### config.mk
export PLATFORM = sky130hd
export DESIGN_NAME = vm_rsp_collector
export DESIGN_NICKNAME = d
export VERILOG_FILES = /design/src/rtl/vm_rsp_collector.sv
export SDC_FILE = /design/constraint.sdc
export NUM_CORES = 1
export LEC_CHECK = 0
export ABC_AREA = 1
export CORE_MARGIN = 2
export CORE_UTILIZATION = 39
export CTS_CLUSTER_DIAMETER = 60
export DETAILED_ROUTE_END_ITERATION = 10
export PLACE_DENSITY = 0.71
export SLEW_MARGIN = 20
export SYNTH_ARGS = -nofsm -noshare
export SYNTH_HDL_FRONTEND = slang
export SYNTH_SLANG_ARGS = --single-unit
### constraint.sdc
create_clock -name clk -period 9.5 [get_ports clk]
set_clock_uncertainty 0.2 [all_clocks]
set_input_delay 1.9 -clock clk [delete_from_list [all_inputs] [get_ports clk]]
set_output_delay 1.9 -clock clk [all_outputs]
set_load 0.02 [all_outputs]
### src/rtl/vm_rsp_collector.sv
// vm_rsp_collector: reassembles the VM 6-beat response burst into one registered record and flags protocol errors.
// Optional VM_COLLECT_STATS_EN adds saturating transaction/error counters.
module vm_rsp_collector #(
    parameter int NUM_BEATS = 6,
    parameter int MON_W     = 9,
    parameter int SELL_W    = 6
) (
    input  logic                  clk,
    input  logic                  rst,
    input  logic                  vm_valid,
    input  logic [3:0]            vm_consumer,
    input  logic [SELL_W-1:0]     vm_sell_num,
    input  logic [MON_W-1:0]      vm_monitor,
    output logic                  rec_valid,
    output logic [2:0]            rec_item,
    output logic [19:0]           rec_coins,
    output logic [9:0]            rec_change,
    output logic [6*SELL_W-1:0]   rec_sell,
    output logic [MON_W-1:0]      rec_balance,
    output logic                  err_short,
    output logic                  err_long,
    output logic                  err_mismatch
`ifdef VM_COLLECT_STATS_EN
    ,
    output logic [15:0]           stat_txn,
    output logic [7:0]            stat_err
`endif
);
    typedef enum logic [1:0] {IDLE, CAPT, DONE, DRAIN} state_t;
    localparam logic [2:0] LAST = 3'(NUM_BEATS - 1);
    state_t state, state_n;
    logic [2:0] beat;
    logic [MON_W-1:0] shadow;
    logic [2:0] item_r;
    logic [15:0] coins_r;
    logic [5*SELL_W-1:0] sell_r;
    logic [9:0] acc, acc_n;
    logic [5:0] weight;
    logic [10:0] sum;
    assign weight = beat == 3'd1 ? 6'd50 : beat == 3'd2 ? 6'd20 : beat == 3'd3 ? 6'd10 :
                    beat == 3'd4 ? 6'd5 : 6'd1;
    assign sum    = 11'(acc) + 11'(vm_consumer) * 11'(weight);
    assign acc_n  = sum > 11'd1023 ? 10'd1023 : sum[9:0];
    always_ff @(posedge clk or posedge rst) begin
        if (rst) state <= IDLE;
        else     state <= state_n;
    end
    always_comb begin
        state_n   = state;
        rec_valid = 1'b0;
        err_long  = 1'b0;
        case (state)
            IDLE:  state_n = vm_valid ? CAPT : IDLE;
            CAPT:  state_n = !vm_valid ? IDLE : beat == LAST ? DONE : CAPT;
            DONE: begin
                rec_valid = 1'b1;
                err_long  = vm_valid;
                state_n   = vm_valid ? DRAIN : IDLE;
            end
            DRAIN: state_n = vm_valid ? DRAIN : IDLE;
            default: state_n = IDLE;
        endcase
    end
    // Coins and sell counts shift in beat by beat, so the final beat completes the record directly.
    always_ff @(posedge clk or posedge rst) begin
        if (rst) begin
            beat         <= '0;
            shadow       <= '0;
            item_r       <= '0;
            coins_r      <= '0;
            sell_r       <= '0;
            acc          <= '0;
            rec_item     <= '0;
            rec_coins    <= '0;
            rec_change   <= '0;
            rec_sell     <= '0;
            rec_balance  <= '0;
            err_short    <= 1'b0;
            err_mismatch <= 1'b0;
        end else begin
            err_short    <= state == CAPT && !vm_valid;
            err_mismatch <= 1'b0;
            if (!vm_valid) shadow <= vm_monitor;
            if (state == IDLE && vm_valid) begin
                item_r <= vm_consumer[2:0];
                beat   <= 3'd1;
                acc    <= '0;
                sell_r <= {vm_sell_num, sell_r[5*SELL_W-1:SELL_W]};
            end
            if (state == CAPT && !vm_valid) beat <= '0;
            if (state == CAPT && vm_valid) begin
                beat    <= beat + 3'd1;
                acc     <= acc_n;
                coins_r <= {coins_r[11:0], vm_consumer};
                sell_r  <= {vm_sell_num, sell_r[5*SELL_W-1:SELL_W]};
                if (beat == LAST) begin
                    beat         <= '0;
                    rec_item     <= item_r;
                    rec_coins    <= {coins_r, vm_consumer};
                    rec_change   <= acc_n;
                    rec_sell     <= {vm_sell_num, sell_r};
                    rec_balance  <= shadow;
                    err_mismatch <= item_r == 3'd0 && acc_n != 10'(shadow);
                end
            end
        end
    end
`ifdef VM_COLLECT_STATS_EN
    always_ff @(posedge clk or posedge rst) begin
        if (rst) begin
            stat_txn <= '0;
            stat_err <= '0;
        end else begin
            if (rec_valid && stat_txn != 16'hFFFF) stat_txn <= stat_txn + 16'd1;
            if ((err_short || err_long || err_mismatch) && stat_err != 8'hFF) stat_err <= stat_err + 8'd1;
        end
    end
`endif
endmodule
Yosys cells after proc, flatten, opt, wreduce, memory -nomap -nowiden
Index checks and enable logic that the tools add are counted.
{"block": "totals", "reg_bits": 153, "latchBits": 0, "ramBits": 0, "mem_bits_ro": 0, "inputBits": 22, "out_inout_bits": 82, "wordCells": 60, "mem_count": 0}
{"block": "op_classes", "n_addsub": 2, "n_mul": 1, "div": 0, "order_cmp": 1, "n_eq_ne": 9, "shift": 0, "mux": 22, "bitwise": 0, "reduce_logical": 11}
{"cell": "$mux W30", "n": 2}
{"cell": "$mux W10", "n": 3}
{"cell": "$mux W3", "n": 5}
{"cell": "$add A10 B10 Y11", "n": 1}
{"cell": "$gt A11 B10 Y1 const B", "n": 1}
{"cell": "$mul A4 B6 Y10", "n": 1}
{"cell": "$ne A10 B9 Y1", "n": 1}
{"cell": "$eq A3 B2 Y1 const B", "n": 2}
{"cell": "$eq A3 B3 Y1 const B", "n": 2}
{"cell": "$mux W2", "n": 3}
{"cell": "$mux W6", "n": 1}
{"cell": "$pmux W2 S3", "n": 1}
{"cell": "$mux W1", "n": 5}
{"cell": "$mux W5", "n": 1}
{"cell": "$eq A2 B2 Y1 const B", "n": 2}
{"cell": "$logic_and A1 B1 Y1", "n": 4}
{"cell": "$mux W4", "n": 1}
{"cell": "$add A3 B1 Y3 const B", "n": 1}
{"cell": "$eq A3 B1 Y1 const B", "n": 1}
{"cell": "$logic_not A3 Y1", "n": 1}
{"cell": "$reduce_bool A3 Y1", "n": 1}
{"cell": "$eq A2 B1 Y1 const B", "n": 1}
{"cell": "$logic_not A2 Y1", "n": 1}
{"cell": "$reduce_and A2 Y1", "n": 1}
{"cell": "other kinds (3)", "n": 3}

Depth between registers and ports, before layout
Gate-level depths: netlist of run 1.
{"block": "logic_depth", "word_depth": 13, "ltp_mapped": 28, "ltp_nobuf": 28}

Worst setup path before layout of run 1
No wires, ideal clock.
{"block": "synth_timing", "path_kind": "input -> register", "startpoint": "in vm_consumer[1]", "endpoint": "reg err_mismatch", "setup_time_ns": 0.122, "arrival_ns": 5.093, "required_ns": 9.178, "setup_slack_ns": 4.085, "stages": 21, "n_path_buf": 1, "path_cell_list": "inv_1 > nor3_1 > fa_1 > fa_1 > inv_1 > fa_1 > inv_1 > ha_1 > nand2_2 > inv_1 > nand2_1 > nand2_1 > nand2_2 > nand4_2 > nand2_4 > buf_8 > nand3_1 > nand2_1 > nand3_1 > nor2_1 > a21oi_1"}
{"block": "synth_between", "elab_chain_cells": 8}
{"element": "start: declaration", "line_no": "11", "text": "input logic [3:0] vm_consumer,"}
{"element": "$mul A4 B6 Y10 *", "line_no": "42", "text": "assign sum = 11'(acc) + 11'(vm_consumer) * 11'(weight);"}
{"element": "$add A10 B10 Y11 *", "line_no": "42"}
{"element": "$gt A11 B10 Y1", "line_no": "43", "text": "assign acc_n = sum > 11'd1023 ? 10'd1023 : sum[9:0];"}
{"element": "$mux W10 *", "line_no": "43"}
{"element": "$ne A10 B9 Y1 *", "line_no": "103", "text": "err_mismatch <= item_r == 3'd0 && acc_n != 10'(shadow);"}
{"element": "$logic_and A1 B1 Y1 *", "line_no": "103"}
{"element": "$mux W1 *", "line_no": "96", "text": "if (beat == LAST) begin"}
{"element": "$mux W1 *", "line_no": "91", "text": "if (state == CAPT && vm_valid) begin"}
{"element": "end signal: assignment", "line_no": "103"}
{"element": "end: declaration", "line_no": "22", "text": "output logic err_mismatch"}
Every way passes the cells marked *; elsewhere a longest branch is shown, timed or not.
A chain may end at the register's enable or synchronous reset.

Final worst setup path of run 1
Ends and elaborated chain as after synthesis.

==> impl_results.md, run 1 <==
- Share of cells above drive strength 1: 5.941%
- Synth top area share: 54.23%
- Setup crit end kind: flop
- Die Span Y: 138.6 um
- Syn_area_per_cell: 8.826 um2
- Worst-path cell chain: clkdlybuf4s50_1 > inv_1 > nor3_1 > fa_1 > fa_1 > inv_1 > fa_1 > inv_1 > ha_1 > nand2_2 > inv_1 > nand2_1 > nand2_1 > nand2_2 > nand3_2 > nand2_2 > nand2_4 > nand2_1 > nand2_1 > nand2_1 > nand2_1 > nor2_1 > a21oi_1
- TNS Setup: 0 ns
- Syn Inst Count: 800
- Drt first pass iters: 5
- Maximum clock frequency: 172.4 MHz
- Final WL: 15490 um
- Clk sink count: 153
- Core area: 17840 um2
- Unrepaired setup endpoints after global routing: no
- Buffers on Ports: 103
- Placed cells: 1106
- Maximum VDD drop: 152.6 uV
- Adder-Cell Fraction of Synth Area: 7.797%
- Die W: 138.6 um
- Nets: 953
- DR WL/cell: 13.62 um
- Clk root buf: clkbuf_16
- Worst reg-to-reg setup slack: 4.52 ns
- Worst Setup Start Kind: input port
- Synth Net Count: 857
- Vias in the first global route: 5141
- FF+latch count, synth: 153
- DRT antenna net count: 0
- Routability cong.: 0.8597
- Hold Vio Cnt, Final: 0
- Area added between synthesis and finish: 26.44%
- Synth Cell Area: 7061 um2
- Synth Area in XOR/XNOR: 0.4962%
- Mux cell area share after synthesis: 0%
- Die area: 19200 um2
- Commonest cells post-synth: nand2_1, dfrtp_1, inv_1
- Post-synth EDFFs: 0
- Power Density: 316.0 nW/um2
- Pin slew with the least headroom to its limit: 0.9385 ns
- Max_slew headroom: 37.43%
- Area leader, netlist: dfrtp_1
- Final cell count without fillers: 1138
- Final Worst Setup Slack: 3.699 ns
- Count leader, synth: nand2_1
- Max Cap Viol: 0
- Final setup fails: 0
- WS Path Type: in2reg
- Initial core utilization: 39.58%
- CTS buffer count: 17
- Clock Path Buffers: 2
- Global-route wire length before repair: 26030 um
- Gr usage total: 16.89%
- Final worst path period need: 5.801 ns
- Max Slew Vio Count: 0
- Boundary pin count: 104
- DRT iter0 DRCs: 448
- # diodes: 0
- Post-CTS Hold Buffers: 0
- WP data required: 9.61 ns
- CP arrival: 5.91 ns
- Combinational family with the most area after synthesis: simple AND/OR/NAND/NOR gates
- Clock transition at path regs: 0.07 ns
- Row cnt: 49
- Status: finished clean
- Sequential element share of the synthesized area: 54.23%
- Synth Area in Compound Gates: 10.76%
- Vias/cell: 4.694
- Vias: 5342
- Final period util: 61.07%
- HPWL Detailed: 11010 um
- Placed cell areas: 8264 um2
- Clock Latency Late Sink: 0.42 ns
- CTS resizes: 0
- Crit-path most repeated cell: nand2_1
- Async SR Flop Fraction: 100.0%
- H-tree levels: 4
- Max incr delay on CP: 0.56 ns
- GRT overflow: 0
- Top cells by area, synth: dfrtp_1, nand2_1, inv_1
- Simple-gate share of the synthesized area: 18.09%
- CTS tree: built
- Leak Pwr: 4.410 nW
- Count of cell types in the netlist: 33
- Postcts setup bufs: 0
- Worst path slowest cell: fa_1
- Top FF cell, synth: dfrtp_1
- Dpl ws: 3.246 ns
- CP Max Fanout: 16
- Fin area: 8927 um2
- Largest net degree at the start of global routing: 87
- DRC: 0
- Initial antenna violation count: 0
- Yosys warns: 0
- Hold Path Class: reg2reg
flip-flops by register name (all words and copies together), names as in the netlist, 2 cells and up:
register / flops
rec_coins: 20
shadow: 9
rec_change: 10
rec_item: 3
acc: 10
state: 2
sell_r: 30
rec_balance: 9
coins_r: 16
rec_sell: 36
item_r: 3
beat: 3
critical path: cells and delay by family:
kind,cells,cell delay [ns]
AO/OA/AOI/OAI,1,0.07
buffers and inverters,5,0.80
adder cells (fa/ha/maj),4,1.89
AND/OR/NAND/NOR,13,1.25
cells by family (layout without fill, tap and decap cells):
group,count (synthesis),count (layout)
buffers and inverters,153,262
DFF,153,153
AOI/OAI and AO/OA,149,149
xor gates and xnor gates,4,4
and+or+nand+nor,306,306
adders and majority gates,35,35
layer usage:
layer | track usage (%) | vias to the layer above | routed length, um
li1 | - | 2685 | -
met1 | 23.59 | 2530 | 7255
met2 | 26.76 | 111 | 7448
met3 | 3.902 | 16 | 632
met4 | 4.511 | 0 | 157
met5 | 0 | - | 0
layout by cell type (no fill, tap or decap), types with 5 or more instances in the layout:
| cell type | synthesis | layout |
|---|---|---|
| inv_1 | 120 | 119 |
| bufinv_16 | 0 | 5 |
| a21oi_1 | 6 | 6 |
| nand3_1 | 18 | 18 |
| nand2_1 | 235 | 235 |
| ha_1 | 20 | 20 |
| o21ai_1 | 57 | 57 |
| nor2_1 | 32 | 32 |
| o21ai_0 | 82 | 82 |
| dfrtp_1 | 153 | 153 |
| clkbuf_16 | 0 | 17 |
| fa_1 | 15 | 15 |
| clkdlybuf4s50_1 | 0 | 103 |
final timing paths:
kind,depth (start not counted),end,from
min in group asynchronous,2,rec_sell[2],rst
worst max register to register,26,err_mismatch,beat[0]
worst min register to register,2,rec_coins[18],rec_coins[18]
max in group asynchronous,3,rec_coins[14],rst
worst max-delay path,23,err_mismatch,vm_consumer[1]
worst min-delay path,2,rec_coins[18],rec_coins[18]
through the flow:
stage	hold WS (ns)	utilization (%)	power [mW]
after floorplan	0.2494	-	1.643
after global placement	0.2571	46.32	2.053
after detailed placement	0.2600	46.32	2.080
after CTS	0.2753	50.04	2.846
after global routing	0.2912	50.04	3.022
final	0.2732	50.04	2.821
power breakdown:
part | internal [mW] | total [mW] | switching, mW
Combinational | 0.475 | 1.12 | 0.644
Sequential | 0.840 | 0.944 | 0.104
Clock | 0.489 | 0.758 | 0.269
area by class of cell:
type,count,area [um2]
fill,1637,8914
multi-input combinational,494,2623
clock inverter,10,188.9
inverter,124,473.0
timing repair buffer,106,1054
sequential,153,3829
tap,229,286.5
clock buffer,22,474.2
(Power assumes the default switching activity.)
==> inputs of run 2 (changes only) <==
clock period = 5.6 ns   (was 9.5 ns; I/O delays follow)
==> impl_results.md, run 2 (synthesized netlist as in run 1, its figures left out) <==
- Status: finished clean
- WP data required: 5.71 ns
- Clock power frac: 26.8%
- Die W: 138.6 um
- Max reg flops: 36
- H-tree levels: 4
- Initial core utilization: 39.58%
- Worst reg-to-reg setup slack: 0.51 ns
- CP arrival: 5.20 ns
- DR WL/cell: 13.74 um
- Max Cap Viol: 0
- Area added between synthesis and finish: 26.62%
- Drt first pass iters: 5
- Unrepaired setup endpoints after global routing: no
- Final worst path period need: 5.095 ns
- Final period util: 90.98%
- Clk root buf: clkbuf_16
- Post-CTS Hold Buffers: 0
- Gr usage total: 17.39%
- Sw frac: 36.34%
- Final WL: 15670 um
- Max Slew Vio Count: 0
- # fillers: 1713
- Share of cells above drive strength 1: 6.147%
- Cell-internal power: 3.041 mW
- Routability cong.: 0.8395
- Origin of the critical flop-to-flop path: beat[0]
- Hold Path Class: reg2reg
- Logic gate share of total power: 39.6%
- CTS buffer count: 17
- Vias in the first global route: 5354
- Clock transition at path regs: 0.07 ns
- Power share of the sequential group: 33.6%
- Buffers on Ports: 103
- DRT antenna net count: 0
- Hold Vio Cnt, Final: 0
- Maximum clock frequency: 196.3 MHz
- Vias/cell: 4.745
- Core area: 17840 um2
- Postcts setup bufs: 0
- Worst setup endpoint: err_mismatch
- Power Density: 534.4 nW/um2
- # diodes: 0
- Largest Register: rec_sell
- Crit path launch: beat[0]
- Clock Path Buffers: 2
- Most frequent cells in the layout: nand2_1, dfrtp_1, inv_1
- Worst Setup Start Kind: flop
- Final setup fails: 0
- Die area: 19200 um2
- HPWL Detailed: 11290 um
- Hold depth: 2
- Reg-to-reg endpoint: err_mismatch
- Nets: 955
- GRT overflow: 0
- Global-route wire length before repair: 26880 um
- Switch Pwr: 1.736 mW
- Most common cell after layout, fill and taps aside: nand2_1
- Clock Latency Late Sink: 0.43 ns
- Pin slew with the least headroom to its limit: 0.8360 ns
- Final core occ: 50.11%
- Setup crit end kind: flop
- CP Max Fanout: 16
- Largest net degree at the start of global routing: 94
- DRC: 0
- TNS Setup: 0 ns
- CTS tree: built
- Clk sink count: 153
- WS Path Type: reg2reg
- CTS resizes: 0
- Largest registers: rec_sell (36), sell_r (30), rec_coins (20)
- Initial antenna violation count: 0
- Maximum VDD drop: 270.4 uV
- Boundary pin count: 104
- DRT iter0 DRCs: 285
- R2R cell count: 26
- Die Span Y: 138.6 um
- Leak Pwr: 4.419 nW
- Row cnt: 49
- Vias: 5409
- Max_slew headroom: 44.27%
run 2: cell count changes in the layout (fill, tap and decap cells not counted):
cell,previous run,this run
clkbuf_8,3,1
clkinvlp_4,1,0
buf_4,3,5
clkinv_2,1,0
inv_6,2,3
inv_8,0,1
clkinv_4,2,4
run 2: per-layer routing:
metal  track usage (%)  vias to the layer above  wire (um)
met1             23.77                     2588       7308
met2             27.88                      102       7544
li1                  -                     2700          -
met4             4.834                        0        205
met3             4.282                       19        608
met5                 0                        -          0
run 2: critical path: stages, from the launching register on:
cell	delay (ns)
dfrtp_1	0.44
nand2_1	0.09
inv_1	0.04
ha_1	0.21
or4_1	0.42
and2_1	0.21
inv_1	0.08
nand2_1	0.07
fa_1	0.54
inv_1	0.06
fa_1	0.52
inv_1	0.05
fa_1	0.49
inv_1	0.04
ha_1	0.37
a21oi_2	0.22
nand2_1	0.08
nand2_2	0.09
nand3_2	0.08
nand2_2	0.09
nand2_4	0.12
nand2_1	0.11
nand2_1	0.05
nand2_1	0.05
nand2_1	0.06
nor2_1	0.11
a21oi_1	0.08
run 2: layout make-up:
type                    instances  area, um2  share of cell area, %
repair buffers                108       1069                  11.95
inverters                     124      473.0                  5.290
clock inverters                12      214.0                  2.393
flip-flops and latches        153       3829                  42.83
well taps                     229      286.5                  3.205
multi-input cells             494       2623                  29.34
clock buffers                  20      446.7                  4.996
run 2: how the worst min path moves through the flow:
stage / from / to / slack [ns]
CTS: coins_r[13] / rec_coins[17] / 0.27
detailed placement: rec_coins[16] / rec_coins[16] / 0.26
global placement: rec_sell[31] / rec_sell[31] / 0.26
global route: rec_sell[31] / rec_sell[31] / 0.29
floorplan: coins_r[12] / rec_coins[16] / 0.25
finish: sell_r[29] / sell_r[23] / 0.27
run 2: stage by stage:
stage | std cells | setup slack (ns) | area, um2 | power, mW | hold WS, ns
floorplan | 800 | 0.1586 | 7061 | 2.787 | 0.2494
global placement | 1108 | 0.2510 | 8279 | 3.493 | 0.2571
detailed placement | 1108 | 0.1415 | 8279 | 3.530 | 0.2592
CTS | 1140 | 0.5228 | 8940 | 4.830 | 0.2747
global route | 1140 | 0.1590 | 8940 | 5.129 | 0.2872
finish | 1140 | 0.5054 | 8940 | 4.777 | 0.2708
run 2: power by group through the flow:
stage	Sequential, mW	Combinational [mW]	Clock (mW)
floorplan	1.87	0.919	0
global placement	1.62	1.88	0
detailed placement	1.62	1.91	0
CTS	1.61	1.92	1.31
global route	1.65	2.12	1.36
finish	1.60	1.89	1.28
